==> src/rtl/fft_3_pkg.sv <==
// Shared definitions for the bit-reversal reorder buffer.
//   DefW / DefN / DefLog2N : default sample width, frame length and index width
//   bank_state_e           : lifecycle of one ping-pong bank
//   bitrev()               : reverses a DefLog2N-bit index
package fft_3_pkg;

    localparam int unsigned DefW     = 12;
    localparam int unsigned DefN     = 16;
    localparam int unsigned DefLog2N = 4;

    typedef enum logic [1:0] {
        BankEmpty,
        BankFilling,
        BankFull,
        BankDraining
    } bank_state_e;

    function automatic logic [DefLog2N-1:0] bitrev(input logic [DefLog2N-1:0] k);
        logic [DefLog2N-1:0] r;
        for (int i = 0; i < DefLog2N; i++) begin
            r[i] = k[DefLog2N-1-i];
        end
        return r;
    endfunction

endpackage

==> src/rtl/fft_bank_ram_3.sv <==
// Simple dual-port memory holding both ping-pong banks (bank select is the address MSB).
//   clk      : write clock
//   wr_en    : write strobe
//   wr_addr  : write address
//   wr_data  : write data
//   rd_addr  : read address
//   rd_data  : combinational read data
module fft_bank_ram_3
    import fft_3_pkg::*;
#(
    parameter int unsigned DataW = 2 * DefW,
    parameter int unsigned Depth = 2 * DefN,
    parameter int unsigned AddrW = DefLog2N + 1
) (
    input  logic             clk,
    input  logic             wr_en,
    input  logic [AddrW-1:0] wr_addr,
    input  logic [DataW-1:0] wr_data,
    input  logic [AddrW-1:0] rd_addr,
    output logic [DataW-1:0] rd_data
);

    logic [DataW-1:0] mem [Depth];

    // Contents are deliberately not reset; bank state decides what is valid.
    always_ff @(posedge clk) begin
        if (wr_en) begin
            mem[wr_addr] <= wr_data;
        end
    end

    assign rd_data = mem[rd_addr];

endmodule

==> src/rtl/fft_bitrev_buffer_3.sv <==
// Ping-pong reorder buffer: accepts complex samples in natural order and emits each
// frame in bit-reversed order, one sample per clock sustained.
//   clk, rst_n                     : clock, async active-low reset
//   in_valid/in_ready/in_real/in_img : input stream (natural order)
//   out_valid/out_ready              : output handshake
//   out_real/out_img                 : output sample (bit-reversed order)
//   out_index                        : read address of the output within the frame
//   out_last                         : final sample of a frame
// LOG2N must equal DefLog2N because bitrev() is sized from the package.
module fft_bitrev_buffer_3
    import fft_3_pkg::*;
#(
    parameter int unsigned W     = DefW,
    parameter int unsigned N     = DefN,
    parameter int unsigned LOG2N = DefLog2N
) (
    input  logic             clk,
    input  logic             rst_n,
    input  logic             in_valid,
    output logic             in_ready,
    input  logic [W-1:0]     in_real,
    input  logic [W-1:0]     in_img,
    output logic             out_valid,
    input  logic             out_ready,
    output logic [W-1:0]     out_real,
    output logic [W-1:0]     out_img,
    output logic [LOG2N-1:0] out_index,
    output logic             out_last
);

    localparam logic [LOG2N-1:0] LastIdx = LOG2N'(N - 1);

    bank_state_e      bank_q [2];
    bank_state_e      bank_d [2];
    logic             wr_ptr_q, wr_ptr_d;
    logic             rd_ptr_q, rd_ptr_d;
    logic [LOG2N-1:0] wr_cnt_q, wr_cnt_d;
    logic [LOG2N-1:0] rd_cnt_q, rd_cnt_d;
    logic             out_valid_q, out_valid_d;
    logic [W-1:0]     out_real_q, out_real_d;
    logic [W-1:0]     out_img_q, out_img_d;
    logic [LOG2N-1:0] out_index_q, out_index_d;

    logic             wr_fire;
    logic             load_en;
    logic             bank_has_data;
    logic             rd_load;
    logic [LOG2N-1:0] wr_addr_rev;
    logic [2*W-1:0]   rd_data;

    // Registered bank state only, so a bank freed this cycle is never written this cycle.
    assign in_ready      = (bank_q[wr_ptr_q] == BankEmpty) || (bank_q[wr_ptr_q] == BankFilling);
    assign wr_fire       = in_valid && in_ready;
    assign load_en       = !out_valid_q || out_ready;
    assign bank_has_data = (bank_q[rd_ptr_q] == BankFull) || (bank_q[rd_ptr_q] == BankDraining);
    assign rd_load       = load_en && bank_has_data;
    assign wr_addr_rev   = bitrev(wr_cnt_q);

    fft_bank_ram_3 #(
        .DataW (2 * W),
        .Depth (2 * N),
        .AddrW (LOG2N + 1)
    ) u_ram (
        .clk     (clk),
        .wr_en   (wr_fire),
        .wr_addr ({wr_ptr_q, wr_addr_rev}),
        .wr_data ({in_real, in_img}),
        .rd_addr ({rd_ptr_q, rd_cnt_q}),
        .rd_data (rd_data)
    );

    // Write and read updates always target different banks (FILLING/EMPTY vs
    // FULL/DRAINING), so both may land in the same cycle.
    always_comb begin
        bank_d      = bank_q;
        wr_ptr_d    = wr_ptr_q;
        rd_ptr_d    = rd_ptr_q;
        wr_cnt_d    = wr_cnt_q;
        rd_cnt_d    = rd_cnt_q;
        out_valid_d = out_valid_q;
        out_real_d  = out_real_q;
        out_img_d   = out_img_q;
        out_index_d = out_index_q;

        if (wr_fire) begin
            wr_cnt_d = wr_cnt_q + 1'b1;
            if (wr_cnt_q == LastIdx) begin
                bank_d[wr_ptr_q] = BankFull;
                wr_ptr_d         = ~wr_ptr_q;
            end else begin
                bank_d[wr_ptr_q] = BankFilling;
            end
        end

        if (load_en) begin
            out_valid_d = bank_has_data;
        end

        if (rd_load) begin
            out_real_d  = rd_data[2*W-1:W];
            out_img_d   = rd_data[W-1:0];
            out_index_d = rd_cnt_q;
            rd_cnt_d    = rd_cnt_q + 1'b1;
            if (rd_cnt_q == LastIdx) begin
                bank_d[rd_ptr_q] = BankEmpty;
                rd_ptr_d         = ~rd_ptr_q;
            end else begin
                bank_d[rd_ptr_q] = BankDraining;
            end
        end
    end

    always_ff @(posedge clk or negedge rst_n) begin
        if (!rst_n) begin
            bank_q[0]   <= BankEmpty;
            bank_q[1]   <= BankEmpty;
            wr_ptr_q    <= 1'b0;
            rd_ptr_q    <= 1'b0;
            wr_cnt_q    <= '0;
            rd_cnt_q    <= '0;
            out_valid_q <= 1'b0;
            out_real_q  <= '0;
            out_img_q   <= '0;
            out_index_q <= '0;
        end else begin
            bank_q      <= bank_d;
            wr_ptr_q    <= wr_ptr_d;
            rd_ptr_q    <= rd_ptr_d;
            wr_cnt_q    <= wr_cnt_d;
            rd_cnt_q    <= rd_cnt_d;
            out_valid_q <= out_valid_d;
            out_real_q  <= out_real_d;
            out_img_q   <= out_img_d;
            out_index_q <= out_index_d;
        end
    end

    assign out_valid = out_valid_q;
    assign out_real  = out_real_q;
    assign out_img   = out_img_q;
    assign out_index = out_index_q;
    assign out_last  = (out_index_q == LastIdx);

endmodule

==> config.mk <==
export PLATFORM = sky130hd
export DESIGN_NAME = fft_bitrev_buffer_3
export DESIGN_NICKNAME = d
export VERILOG_FILES = /design/src/rtl/fft_3_pkg.sv /design/src/rtl/fft_bank_ram_3.sv /design/src/rtl/fft_bitrev_buffer_3.sv
export SDC_FILE = /design/constraint.sdc
export NUM_CORES = 1
export LEC_CHECK = 0
export CAP_MARGIN = 20
export CORE_AREA = 2 2 220 222
export CTS_CLUSTER_DIAMETER = 30
export CTS_CLUSTER_SIZE = 14
export DETAILED_ROUTE_END_ITERATION = 8
export DIE_AREA = 0 0 222 224
export PLACE_DENSITY_LB_ADDON = 0.05
export SKIP_LAST_GASP = 1
export SLEW_MARGIN = 10
export SYNTH_ARGS = -nofsm -noshare
export SYNTH_HDL_FRONTEND = slang
export SYNTH_SLANG_ARGS = --single-unit
==> constraint.sdc <==
create_clock -name clk -period 6.5 [get_ports clk]
set_clock_uncertainty 0.15 [all_clocks]
set_input_delay 1.95 -clock clk [delete_from_list [all_inputs] [get_ports clk]]
set_output_delay 1.95 -clock clk [all_outputs]
set_load 0.01 [all_outputs]
==> impl_metrics.json, run 1 <==
{
  "grt_pass1_wl_microns": 106000,
  "switching_share_pct": 28.3,
  "slowest_delay_ps": 650,
  "end_kind": "output port",
  "holdPathStages": 2,
  "slowest_stage": "clkdlybuf4s50_1",
  "synth_area_sq_um": 31000,
  "postCtsSetupBuffers": 0,
  "required_ps": 4400,
  "grt_max_degree": 67,
  "track_usage_pct": 30.3,
  "hold_end": "out_index[3]",
  "run_status": "finished clean",
  "drive_gt1_share_pct": 27.2,
  "p_int_mw": 12.2,
  "period_share_pct": 70.0,
  "drc_errors": 0,
  "place_congestion": 0.873,
  "hold_start": "out_index[3]",
  "cts_root_buffer": "clkbuf_16",
  "leakage_nw": 12.4,
  "drv_slew": 0,
  "drt_pass1_iterations": 5,
  "drt_iter0_drc": 1881,
  "report.final.hold_viol_count": 0,
  "synth-warning-count": 0,
  "antenna_found_initial": 0,
  "core_area_sq_um": 47300,
  "r2r-end": "out_img[6]",
  "irDropWorstVdd_mv": 0.348,
  "yosys_most_used_dff": "edfxtp_1",
  "synthCells": 1466,
  "final_nets": 1676,
  "die_y_microns": 224,
  "rows": 80,
  "grt_pass1_vias": 16200,
  "avgSynthCellArea_sq_um": 21.1,
  "reg2regPathDepth": 4,
  "ys_seq_elements": 809,
  "ys_async_sr_fraction_pct": 5.07,
  "route.antenna.remaining_nets": 0,
  "power_density_nw_per_um2": 461,
  "final-setup-viol-count": 0,
  "htree_levels": 4,
  "vias": 15800,
  "clkLatencyLatePin_ps": 700,
  "startpoint_type": "flip-flop",
  "combPwrFrac_pct": 22.5,
  "path_max_fanout": 11,
  "worstSetupPathType": "reg2out",
  "yosysSeqAreaShare_pct": 77.8,
  "pwr-share-seq_pct": 37.4,
  "dp_hpwl_microns": 38900,
  "boundaryPins": 59,
  "synth_cell_types": 43,
  "tightest_slew_ps": 1120,
  "overflow": 0,
  "diodes": 0,
  "die_x_microns": 222,
  "clock_sinks": 809,
  "worstPathCellList": "mux2i_1, clkdlybuf4s50_1",
  "clock_path_buffers": 3,
  "fmax_mhz": 220,
  "regToRegSetupSlack_ps": 3080,
  "dieArea_sq_um": 49700,
  "min_path_type": "reg2reg",
  "synth_edf_count": 768,
  "initial_core_util_pct": 65.4,
  "finalPower_mw": 17.0,
  "critPathArrivalTime_ps": 2450,
  "clk_pin_slew_worst_paths_ps": 40,
  "cts_resized": 0,
  "routed_wl_microns": 72500,
  "cts_buffers": 136,
  "whs_ps": 351,
  "drv_cap": 0,
  "slew_headroom_pct": 25.0,
  "areaGrowthSynthToFinish_pct": 19.5,
  "fin_tns_setup_ps": 0,
  "cts_tree": "done",
  "io_buffers": 58,
  "r2r_start": "rd_cnt_q[1]",
  "wire_per_inst_microns": 30.6,
  "routed_via_density": 6.69,
  "p_clk_share_pct": 40.1,
  "switchingPower_mw": 4.82,
  "syn_nets": 1496,
  "min_period_ps": 4550,
  "ctsHoldBuffers": 0,
  "rsz0062_at_grt": "no"
}
==> flip-flops by register name, indices dropped and copies added, names as in the netlist <==
name and cells:
bank_q 2, out_img 12, out_index 4, out_real 12, out_valid 1, rd_cnt_q 4, rd_ptr_q 1, u_ram.mem 768
wr_cnt_q 4, wr_ptr_q 1
==> logic make-up (layout without fill, tap and decap cells) <==
| family | after synthesis | after routing | synth area share [%] |
|---|---|---|---|
| buffers and inverters | 89 | 375 | 1.59 |
| DFF | 809 | 809 | 77.8 |
| xor gates and xnor gates | 7 | 7 | 0.198 |
| adders and majority gates | 2 | 2 | 0.0808 |
| muxes | 247 | 247 | 13.8 |
| AOI/OAI and AO/OA | 168 | 168 | 4.32 |
| and+or+nand+nor | 144 | 144 | 2.20 |
==> through the flow <==
step | instances | setup WS, ps | utilization (%) | instance area, sq um
floorplan | 1466 | 2380 | - | 31000
global placement | 2113 | 1910 | 68.4 | 32400
detailed placement | 2117 | 2150 | 68.7 | 32500
CTS | 2361 | 2000 | 78.0 | 36900
global route | 2367 | 1870 | 78.2 | 37000
finish | 2367 | 1950 | 78.2 | 37000
==> metal layers <==
layer	vias up	GRT usage [%]	part of all wire, %
li1	6531	-	-
met1	8272	41.4	39
met2	896	48.4	49
met3	138	6.64	8.8
met4	0	12.8	3.3
met5	-	0	0
==> worst max-delay path by stage <==
stage,cells past startpoint,from,to
final,2,wr_ptr_q,in_ready
after global routing,2,wr_ptr_q,in_ready
after CTS,2,wr_ptr_q,in_ready
after detailed placement,5,in_valid,u_ram.mem[10][6]
after global placement,5,out_ready,out_real[11]
after floorplan,4,in_valid,u_ram.mem[12][0]
==> layout by cell type (no fill, tap or decap), types with 7 or more instances in the layout <==
cell type,netlist,final
a2111o_1,24,24
a2111oi_0,18,18
a211oi_1,20,20
a21oi_1,24,24
a22o_1,23,23
a22oi_1,48,48
buf_4,11,59
bufinv_16,0,12
clkbuf_1,45,15
clkbuf_16,0,143
clkdlybuf4s50_1,0,52
clkinv_1,0,25
clkinv_2,0,21
clkinv_4,0,9
clkinvlp_4,0,12
dfrtp_1,41,38
edfxtp_1,768,768
mux2_2,12,12
mux2i_1,90,90
mux4_2,143,143
nand2_1,23,23
nor2_1,63,29
nor2_2,0,34
nor2b_1,25,22
xnor2_1,7,7
==> synthesized netlist by cell type (3+ instances only) <==
| cell | count | area [sq um] |
|---|---|---|
| a211oi_1 | 20 | 150 |
| nor2b_1 | 25 | 156 |
| a22oi_1 | 48 | 360 |
| o22ai_1 | 6 | 37.5 |
| a21oi_1 | 24 | 120 |
| dfrtp_1 | 41 | 1030 |
| buf_1 | 5 | 18.8 |
| nor3_1 | 5 | 25.0 |
| mux2i_1 | 90 | 901 |
| mux4_2 | 143 | 3220 |
| nand4_1 | 4 | 25.0 |
| nand3b_1 | 3 | 22.5 |
| buf_6 | 9 | 101 |
| xnor2_1 | 7 | 61.3 |
| clkbuf_1 | 45 | 169 |
| a2111o_1 | 24 | 270 |
| or3_1 | 3 | 18.8 |
| buf_4 | 11 | 82.6 |
| a2111oi_0 | 18 | 158 |
| edfxtp_1 | 768 | 23100 |
| nand3_1 | 6 | 30.0 |
| a22o_1 | 23 | 201 |
| nor2_1 | 63 | 236 |
| nand2_1 | 23 | 86.3 |
| nand2b_1 | 4 | 25.0 |
| buf_2 | 13 | 65.1 |
| mux2_2 | 12 | 135 |
==> power groups by stage <==
stage / Combinational, mW / Sequential (mW) / Clock [mW]
6_report: 3.83 / 6.37 / 6.84
5_1_grt: 4.03 / 6.40 / 7.14
4_1_cts: 3.83 / 6.37 / 6.90
3_5_place_dp: 3.78 / 6.46 / 0
3_3_place_gp: 3.71 / 6.44 / 0
2_1_floorplan: 2.69 / 6.29 / 0
==> area by class of cell <==
type	count	area, sq um
inverters	2	7.51
clock buffers	158	3630
fillers	2417	10300
flip-flops and latches	809	24100
repair buffers	129	1230
clock inverters	86	792
well taps	615	769
multi-input cells	568	6470
==> critical path: cells and delay by family, from the launching register on <==
| kind | cells | cell delay [ps] |
|---|---|---|
| muxes | 1 | 540 |
| buffers and inverters | 1 | 650 |
| DFF | 1 | 580 |
No activity file was read; power rests on OpenSTA's default activity.
==> inputs of run 2 (changes only) <==
--- a/config.mk
+++ b/config.mk
@@ -6,11 +6,11 @@
 export NUM_CORES = 1
 export LEC_CHECK = 0
 export CAP_MARGIN = 20
-export CORE_AREA = 2 2 220 222
+export CORE_AREA = 2 2 227 229
 export CTS_CLUSTER_DIAMETER = 30
 export CTS_CLUSTER_SIZE = 14
 export DETAILED_ROUTE_END_ITERATION = 8
-export DIE_AREA = 0 0 222 224
+export DIE_AREA = 0 0 229 231
 export PLACE_DENSITY_LB_ADDON = 0.05
 export SKIP_LAST_GASP = 1
 export SLEW_MARGIN = 10
==> constraint.sdc (replaced) <==
create_clock -name clk -period 4.55 [get_ports clk]
set_clock_uncertainty 0.15 [all_clocks]
set_input_delay 1.365 -clock clk [delete_from_list [all_inputs] [get_ports clk]]
set_output_delay 1.365 -clock clk [all_outputs]
set_load 0.01 [all_outputs]
==> impl_metrics.json, run 2 (synthesized netlist as in run 1, its figures left out) <==
{
  "run_status": "finished clean",
  "report.final.hold_viol_count": 0,
  "routed_via_density": 6.50,
  "min_period_ps": 4180,
  "ctsHoldBuffers": 0,
  "fmax_mhz": 239,
  "required_ps": 3030,
  "regMostFlops": "u_ram.mem",
  "die_x_microns": 229,
  "drt_pass1_iterations": 5,
  "drive_gt1_share_pct": 28.2,
  "routed_wl_microns": 78300,
  "irDropWorstVdd_mv": 0.454,
  "diodes": 0,
  "tightest_slew_ps": 924,
  "drc_errors": 0,
  "startpoint_type": "flip-flop",
  "clkLatencyLatePin_ps": 700,
  "slowest_delay_ps": 690,
  "initial_core_util_pct": 61.1,
  "track_usage_pct": 30.7,
  "htree_levels": 4,
  "dieArea_sq_um": 52900,
  "place_congestion": 0.963,
  "rsz0062_at_grt": "no",
  "cts_root_buffer": "clkbuf_16",
  "clock_sinks": 809,
  "areaGrowthSynthToFinish_pct": 21.0,
  "wl_met1_microns": 31500,
  "power_density_nw_per_um2": 683,
  "layout.cells.non_filler": 2461,
  "cts_tree": "done",
  "slew_headroom_pct": 38.4,
  "mostFrequentLayoutCells": "edfxtp_1 (768), mux4_2 (143), clkbuf_16 (143)",
  "grt_pass1_vias": 16000,
  "worstSetupPathType": "reg2out",
  "final-setup-viol-count": 0,
  "placed_cells": 2212,
  "largest_register_ffs": 768,
  "grt_max_degree": 76,
  "boundaryPins": 59,
  "cp_top_family": "multiplexers",
  "overflow": 0,
  "met3WireLength_microns": 7350,
  "final_nets": 1704,
  "antenna_found_initial": 0,
  "drt_iter0_drc": 2126,
  "path_max_fanout": 11,
  "fin_tns_setup_ps": 0,
  "met2RoutedLength_microns": 37300,
  "end_kind": "output port",
  "clock_path_buffers": 3,
  "rows": 83,
  "io_buffers": 58,
  "final_area_sq_um": 37500,
  "worstPathCellList": "mux2i_1, clkdlybuf4s50_1",
  "finalPower_mw": 25.6,
  "whs_ps": 364,
  "drv_slew": 0,
  "postCtsSetupBuffers": 0,
  "cts_buffers": 140,
  "vias": 16000,
  "grt_pass1_wl_microns": 113000,
  "route.antenna.remaining_nets": 0,
  "critPathArrivalTime_ps": 2660,
  "min_path_type": "reg2reg",
  "period_share_pct": 91.9,
  "critical_path_buf_inv_count": 1,
  "top_layer": "met4",
  "drv_cap": 0,
  "place_area_sq_um": 32800,
  "dp_hpwl_microns": 47100,
  "slowest_stage": "mux2i_1",
  "cts_resized": 0,
  "leakage_nw": 12.6,
  "wire_per_inst_microns": 31.8,
  "core_area_sq_um": 50700,
  "final_common_cell": "edfxtp_1",
  "clk_pin_slew_worst_paths_ps": 50,
  "die_y_microns": 231
}
[run 2: cell types whose count changed in the layout (fill, tap and decap cells not counted), sizes merged]
cell | before | now
inv | 9 | 7
bufinv | 12 | 23
clkinvlp | 12 | 8
clkdlybuf4s50 | 52 | 53
clkbuf | 158 | 168
buf | 77 | 100
clkinv | 55 | 45
[run 2: path summary, 6_finish.rpt]
kind,slack [ps],cells after the start,from,end
worst max register to register,1080,6,rd_cnt_q[1],out_img[10]
min in group asynchronous,590,1,rst_n,rd_cnt_q[0]
worst min register to register,360,2,out_index[3],out_index[3]
worst min-delay path,360,2,out_index[3],out_index[3]
max in group asynchronous,2920,2,rst_n,out_real[1]
worst max-delay path,370,2,wr_ptr_q,in_ready
[run 2: metrics by stage]
step | setup slack [ps] | util, %
final | 371 | 73.9
after global routing | 314 | 73.9
after CTS | 444 | 73.9
after detailed placement | 827 | 64.6
after global placement | 845 | 64.6
after floorplan | 1010 | -
[run 2: area by class of cell]
cell class,instances,area (sq um)
clock buffers,168,3690
clock inverters,81,1020
fillers,2960,13200
inverters,2,7.51
multi-input cells,568,6480
flip-flops and latches,809,24100
well taps,680,851
repair buffers,153,1320
[run 2: tightest hold or removal path: cells and delay by family (launching register included)]
family,cells,cell delay (ps)
AND/OR/NAND/NOR,2,120
flip-flops,1,360
[run 2: routing by layer]
layer / track usage [%] / vias to the layer above
li1: - / 6588
met1: 44.6 / 8414
met2: 46.8 / 863
met3: 7.26 / 122
met4: 10.6 / 0
met5: 0 / -
[run 2: where the power goes]
group          internal (mW)  switching (mW)
Sequential              8.67           0.473
Clock                   7.04            3.39
Combinational           2.49            3.54
